$ cat src/rtl/lsu_mem_ctrl.sv
// Load/store access unit: one request at a time on a synchronous memory handshake.
// Define LSU_TIMEOUT_EN to add a WAIT-state watchdog that ends a hung access with err.
module lsu_mem_ctrl #(
  parameter int unsigned DATA_W  = 16,
  parameter int unsigned ADDR_W  = 8,
  parameter int unsigned TIMEOUT = 16
) (
  input  logic              clk,
  input  logic              rst,
  input  logic              req_valid,
  input  logic              req_we,
  input  logic [ADDR_W-1:0] req_addr,
  input  logic [DATA_W-1:0] Store_in,
  output logic              req_ready,
  output logic [DATA_W-1:0] Load_in,
  output logic              load_valid,
  output logic              op_done,
  output logic              err,
  output logic              mem_en,
  output logic              mem_we,
  output logic [ADDR_W-1:0] mem_addr,
  output logic [DATA_W-1:0] mem_wdata,
  input  logic [DATA_W-1:0] mem_rdata,
  input  logic              mem_ack
);

  typedef enum logic [1:0] {S_IDLE, S_ISSUE, S_WAIT, S_DONE} state_t;

  state_t state;
  logic   op_we;

`ifdef LSU_TIMEOUT_EN
  localparam int unsigned CNT_W = (TIMEOUT < 2) ? 1 : $clog2(TIMEOUT);
  localparam logic [CNT_W-1:0] CNT_LAST = CNT_W'(TIMEOUT - 1);
  logic [CNT_W-1:0] wait_cnt;
`else
  assign err = 1'b0;
  // TIMEOUT only sizes the watchdog; keep it referenced when the watchdog is compiled out.
  if (TIMEOUT == 0) begin : g_timeout_unused
  end
`endif

  // mem_addr/mem_wdata double as the latched request; mem_we is cleared in DONE, so op_we keeps the kind.
  always_ff @(posedge clk or negedge rst) begin
    if (!rst) begin
      state      <= S_IDLE;
      op_we      <= 1'b0;
      req_ready  <= 1'b1;
      Load_in    <= '0;
      load_valid <= 1'b0;
      op_done    <= 1'b0;
      mem_en     <= 1'b0;
      mem_we     <= 1'b0;
      mem_addr   <= '0;
      mem_wdata  <= '0;
`ifdef LSU_TIMEOUT_EN
      wait_cnt   <= '0;
      err        <= 1'b0;
`endif
    end else begin
      mem_en     <= 1'b0;
      op_done    <= 1'b0;
      load_valid <= 1'b0;
`ifdef LSU_TIMEOUT_EN
      err        <= 1'b0;
`endif
      unique case (state)
        S_IDLE: begin
          if (req_valid) begin
            op_we     <= req_we;
            mem_we    <= req_we;
            mem_addr  <= req_addr;
            mem_wdata <= Store_in;
            mem_en    <= 1'b1;
            req_ready <= 1'b0;
            state     <= S_ISSUE;
          end
        end
        S_ISSUE, S_WAIT: begin
          if (mem_ack) begin
            state      <= S_DONE;
            mem_we     <= 1'b0;
            op_done    <= 1'b1;
            load_valid <= !op_we;
            if (!op_we) Load_in <= mem_rdata;
          end else if (state == S_ISSUE) begin
            state <= S_WAIT;
`ifdef LSU_TIMEOUT_EN
            wait_cnt <= '0;
          end else if (wait_cnt == CNT_LAST) begin
            state      <= S_DONE;
            mem_we     <= 1'b0;
            op_done    <= 1'b1;
            err        <= 1'b1;
            load_valid <= !op_we;
            if (!op_we) Load_in <= '1;
          end else begin
            wait_cnt <= wait_cnt + 1'b1;
`endif
          end
        end
        S_DONE: begin
          state     <= S_IDLE;
          req_ready <= 1'b1;
        end
        default: begin
          state     <= S_IDLE;
          req_ready <= 1'b1;
        end
      endcase
    end
  end

endmodule

$ cat config.mk
export PLATFORM = sky130hd
export DESIGN_NAME = lsu_mem_ctrl
export DESIGN_NICKNAME = d
export VERILOG_FILES = /design/src/rtl/lsu_mem_ctrl.sv
export SDC_FILE = /design/constraint.sdc
export NUM_CORES = 1
export LEC_CHECK = 0
export CORE_MARGIN = 1
export CORE_UTILIZATION = 43
export DETAILED_ROUTE_END_ITERATION = 10
export GPL_TIMING_DRIVEN = 1
export PLACE_DENSITY = 0.82
export SLEW_MARGIN = 20
export SYNTH_ARGS = -nofsm -noshare
export SYNTH_HDL_FRONTEND = slang
export SYNTH_SLANG_ARGS = --single-unit
$ cat constraint.sdc
create_clock -name clk -period 5.2 [get_ports clk]
set_input_delay 0.78 -clock clk [delete_from_list [all_inputs] [get_ports clk]]
set_output_delay 0.78 -clock clk [all_outputs]
set_load 0.1 [all_outputs]
==> results of run 1 <==
through the flow:
stage | cells | util
2_1_floorplan | 120 | -
3_3_place_gp | 254 | 0.680
3_5_place_dp | 254 | 0.680
4_1_cts | 262 | 0.710
5_1_grt | 262 | 0.710
6_report | 262 | 0.710
cell type report:
class | instances | area, um^2
sequential | 48 | 1200
fill | 280 | 1190
timing repair buffer | 89 | 888
multi-input combinational | 61 | 626
clock buffer | 6 | 82.6
tap | 50 | 62.6
clock inverter | 2 | 38.8
inverter | 6 | 22.5
layer usage:
| metal | vias up | track usage |
|---|---|---|
| met2 | 55 | 0.310 |
| li1 | 587 | - |
| met3 | 2 | 0.0567 |
| met5 | - | 0 |
| met4 | 0 | 0.0729 |
| met1 | 594 | 0.225 |
path summary, 6_finish.rpt:
kind,to,cells after the start,slack [ns],from
max,req_ready,1,2.44,req_ready
min,Load_in[8],1,0.49,rst
max reg2reg,Load_in[13],5,3.04,state[0]
min reg2reg,mem_addr[3],1,0.51,mem_addr[3]
max in group asynchronous,mem_addr[3],1,4.31,rst
min in group clk,mem_addr[3],1,0.51,mem_addr[3]
registers in the layout (all words and copies together) (netlist names):
| name | flops |
|---|---|
| mem_wdata | 16 |
| mem_addr | 8 |
| state | 2 |
| op_we | 1 |
| op_done | 1 |
| Load_in | 16 |
| req_ready | 1 |
| mem_we | 1 |
| load_valid | 1 |
| mem_en | 1 |
cells by family after synthesis:
family	count (synthesis)	share of synthesized area
AOI/OAI and AO/OA	9	0.0290
adders and majority gates	3	0.0198
buffers and inverters	11	0.0376
DFF	48	0.633
muxes	41	0.261
other	1	0.00197
and+or+nand+nor	7	0.0178
cell usage in the layout, fill, tap and decap left out, types with 3 or more instances in the layout:
cell type	count
clkdlybuf4s50_1	88
dfrtp_1	47
mux2_2	32
mux2_4	9
clkbuf_8	6
inv_1	5
o21ai_0	4
ha_1	3
==> results.toml, run 1 <==
[logic_synthesis]
yosysMostFrequentCell = "dfrtp_1"
synthTopCellsByArea = "dfrtp_1, mux2_2, mux2_4"
ys_top_cells_by_count = "dfrtp_1, mux2_2, mux2_4"
seq_area_frac_synth = 0.633
synth-seq-cells = 48
synth_top_area_frac = 0.619
async_flop_share = 1.00
synth-edff-count = 0
syn-num-nets = 168
syn_area_um2 = 1900
synth_largest_area_cell = "dfrtp_1"
ys.warnings.count = 0
synth.distinct_cells = 22
synth_flop_cell = "dfrtp_1"
syn_avg_cell_area_um2 = 15.8
synthCells = 120

[clock_tree]
numCtsBuffers = 5
root_buffer = "clkbuf_8"
cts_resized = 0
clock-sinks = 48
cts_tree = "built"
post_cts.repair.setup_buffers = 0
ctsHoldBuffers = 0
htree_levels = 2
path_clk_slew_ns = 0.09
clk_latency_ns = 0.29
cts_buffer_depth = 2

[drt]
final_antenna_net_count = 0
dr.pass1.iters = 3
drc = 0
wl_met2_um = 2000
via_per_inst = 4.73
highest_layer = "met4"
routed_wl_um = 4280
drtIter0Drc = 54
wl_met3_um = 396
wl_met1_um = 1860
vias = 1238
routedWlPerCell_um = 16.3

[worst_setup_path]
crit_slowest_cell = "clkdlybuf4s50_1"
arrival_ns = 1.98
path_class = "reg -> out"
path_cells = "clkdlybuf4s50_1"
cp.required_ns = 4.42
path_buf_inv = 1
cp_max_fo = 3
start_kind = "flip-flop"
crit_path_end_kind = "output port"
critPathMaxStageDelay_ns = 1.13
path_delay_family = "buffers and inverters"

[timing]
max_slew_margin = 0.327
max_freq_ghz = 0.363
rsz0062_at_grt = "false"
whs_ns = 0.489
tns_ns = 0
slew_viol_final = 0
fin_skew_ns = 0.0109
setup_slack_ns = 2.44
worst_pin_slew_ns = 1.01
period_share = 0.530
hold_viol = 0
layout_min_cycle_time_ns = 2.76
setup_viol = 0

[global_route]
overflow = 0
grt_pass1_wl_um = 6130
grt_antenna_before_repair = 0
track_usage = 0.187
grt_max_degree = 49
grt_pass1_vias = 1236

[placed_design]
portBuffers = 89
placement.cell_area_um2 = 2800
hpwlAfterDp_um = 3190
place.gp.congestion = 0.701
post-place-ws_ns = 2.62

[run_status]
status = "completed"

[worst_hold_path]
min_path_type = "in -> async"

[final_layout]
stdcell_area_um2 = 2920
drive_gt1_frac = 0.245
finalNetCount = 259
diodes = 0
area_growth_pct = 53.9

[floorplan]
initial_core_util = 0.462
num_rows = 23
core_um2 = 4120
die_w_um = 68.5
die_area_um2 = 4690
die_y_um = 68.5
ios = 91

[flow_run]
cap_violations = 0
Power of run 1 is not shown: default switching activity piles up to over one toggle a cycle in this logic, so the estimate is an artifact.
==> run 2: changes to the inputs <==
--- a/config.mk
+++ b/config.mk
@@ -6,10 +6,10 @@
 export NUM_CORES = 1
 export LEC_CHECK = 0
 export CORE_MARGIN = 1
-export CORE_UTILIZATION = 43
+export CORE_UTILIZATION = 36
 export DETAILED_ROUTE_END_ITERATION = 10
 export GPL_TIMING_DRIVEN = 1
-export PLACE_DENSITY = 0.82
+export PLACE_DENSITY = 0.73
 export SLEW_MARGIN = 20
 export SYNTH_ARGS = -nofsm -noshare
 export SYNTH_HDL_FRONTEND = slang
==> constraint.sdc (replaced) <==
create_clock -name clk -period 2.4 [get_ports clk]
set_input_delay 0.36 -clock clk [delete_from_list [all_inputs] [get_ports clk]]
set_output_delay 0.36 -clock clk [all_outputs]
set_load 0.1 [all_outputs]
==> run 2 against run 1 <==
- routed wire length fell by 15%
- critical path depth rose by 4
- setup slack got worse by 2.2 ns
- clock skew fell by 0.0022 ns
- highest routed layer unchanged
==> results.toml, run 2 (synthesis results as in run 1) <==
[final_layout]
reg_top3 = "Load_in (16), mem_wdata (16), mem_addr (8)"
layout_common_cells = "dfrtp_1, buf_4, clkdlybuf4s50_1"
drive_gt1_frac = 0.460
mostFrequentLayoutCell = "dfrtp_1"
post-route-util = 0.550
diodes = 0
area_growth_pct = 48.0
finalNetCount = 260

[floorplan]
ios = 91
die_y_um = 74.6
initial_core_util = 0.372
die_area_um2 = 5570
die_w_um = 74.6
core_um2 = 5110
num_rows = 26

[placed_design]
place.gp.congestion = 0.776
post-place-ws_ns = 0.249
portBuffers = 89
hpwlAfterDp_um = 2660

[timing]
max_slew_margin = 0.427
worst_pin_slew_ns = 0.860
slew_viol_final = 0
setup_slack_ns = 0.280
max_freq_ghz = 0.472
layout_min_cycle_time_ns = 2.12
rsz0062_at_grt = "false"
hold_viol = 0
tns_ns = 0
setup_viol = 0
period_share = 0.883
fin_skew_ns = 0.00870

[clock_tree]
path_clk_slew_ns = 0.09
numCtsBuffers = 5
cts_buffer_depth = 2
ctsHoldBuffers = 0
root_buffer = "clkbuf_8"
htree_levels = 2
clock-sinks = 48
clk_latency_ns = 0.29
cts_resized = 0
post_cts.repair.setup_buffers = 0
cts_tree = "built"

[global_route]
grt_antenna_before_repair = 0
overflow = 0
grt_max_degree = 49
grt_pass1_wl_um = 5910
track_usage = 0.142
grt_pass1_vias = 1304

[worst_setup_path]
path_cells = "inv_1 -> ha_1 -> nand2_1 -> or2_1 -> mux2_2"
cp_max_fo = 17
crit_slowest_cell = "or2_1"
arrival_ns = 2.29
path_delay_family = "simple AND/OR/NAND/NOR gates"
cp.required_ns = 2.57
start_kind = "flip-flop"
path_buf_inv = 1
path_class = "reg -> reg"
critPathMaxStageDelay_ns = 0.67
crit_path_end_kind = "flip-flop"

[drt]
drc = 0
drtIter0Drc = 42
dr.pass1.iters = 2
via_per_inst = 4.44
routedWlPerCell_um = 12.9
routed_wl_um = 3650
vias = 1257
final_antenna_net_count = 0

[run_status]
status = "completed"

[worst_hold_path]
min_path_type = "in -> async"

[flow_run]
cap_violations = 0
[run 2: changes by cell type in the layout (fill, tap and decap cells not counted), sizes merged]
cell | previous run | this run
buf | 1 | 47
clkdlybuf4s50 | 88 | 43
bufinv | 1 | 0
clkinv | 1 | 2
[run 2: layout make-up]
cell class | count | area (um^2)
Sequential cell | 48 | 1200
Timing Repair Buffer | 90 | 781
Fill cell | 477 | 2300
Tap cell | 70 | 87.6
Clock buffer | 6 | 82.6
Multi-Input combinational cell | 61 | 626
Clock inverter | 2 | 10.0
Inverter | 6 | 22.5
[run 2: path summary, 6_finish.rpt]
path | slack (ns) | start | cells after the start | endpoint
worst min register to register | 0.51 | op_we | 1 | op_we
max in group asynchronous | 1.85 | rst | 2 | mem_wdata[1]
min in group clk | 0.51 | op_we | 1 | op_we
worst min-delay path | 0.15 | rst | 2 | Load_in[14]
worst max-delay path | 0.28 | state[0] | 5 | Load_in[13]
worst max register to register | 0.28 | state[0] | 5 | Load_in[13]
[run 2: metrics by stage]
| stage | area (um^2) | hold WS, ns | cells |
|---|---|---|---|
| finish | 2810 | 0.155 | 283 |
| global route | 2810 | 0.207 | 283 |
| CTS | 2810 | 0.169 | 283 |
| detailed placement | 2720 | 0.488 | 275 |
| global placement | 2720 | 0.491 | 275 |
| floorplan | 1900 | 0.0644 | 120 |
[run 2: per-layer routing]
metal / share of wire / vias up / global-route usage
li1: - / 590 / -
met1: 0.40 / 619 / 0.162
met2: 0.53 / 42 / 0.249
met3: 0.056 / 6 / 0.0482
met4: 0.013 / 0 / 0.0503
met5: 0 / - / 0
Power of run 2 is left out for the same reason.
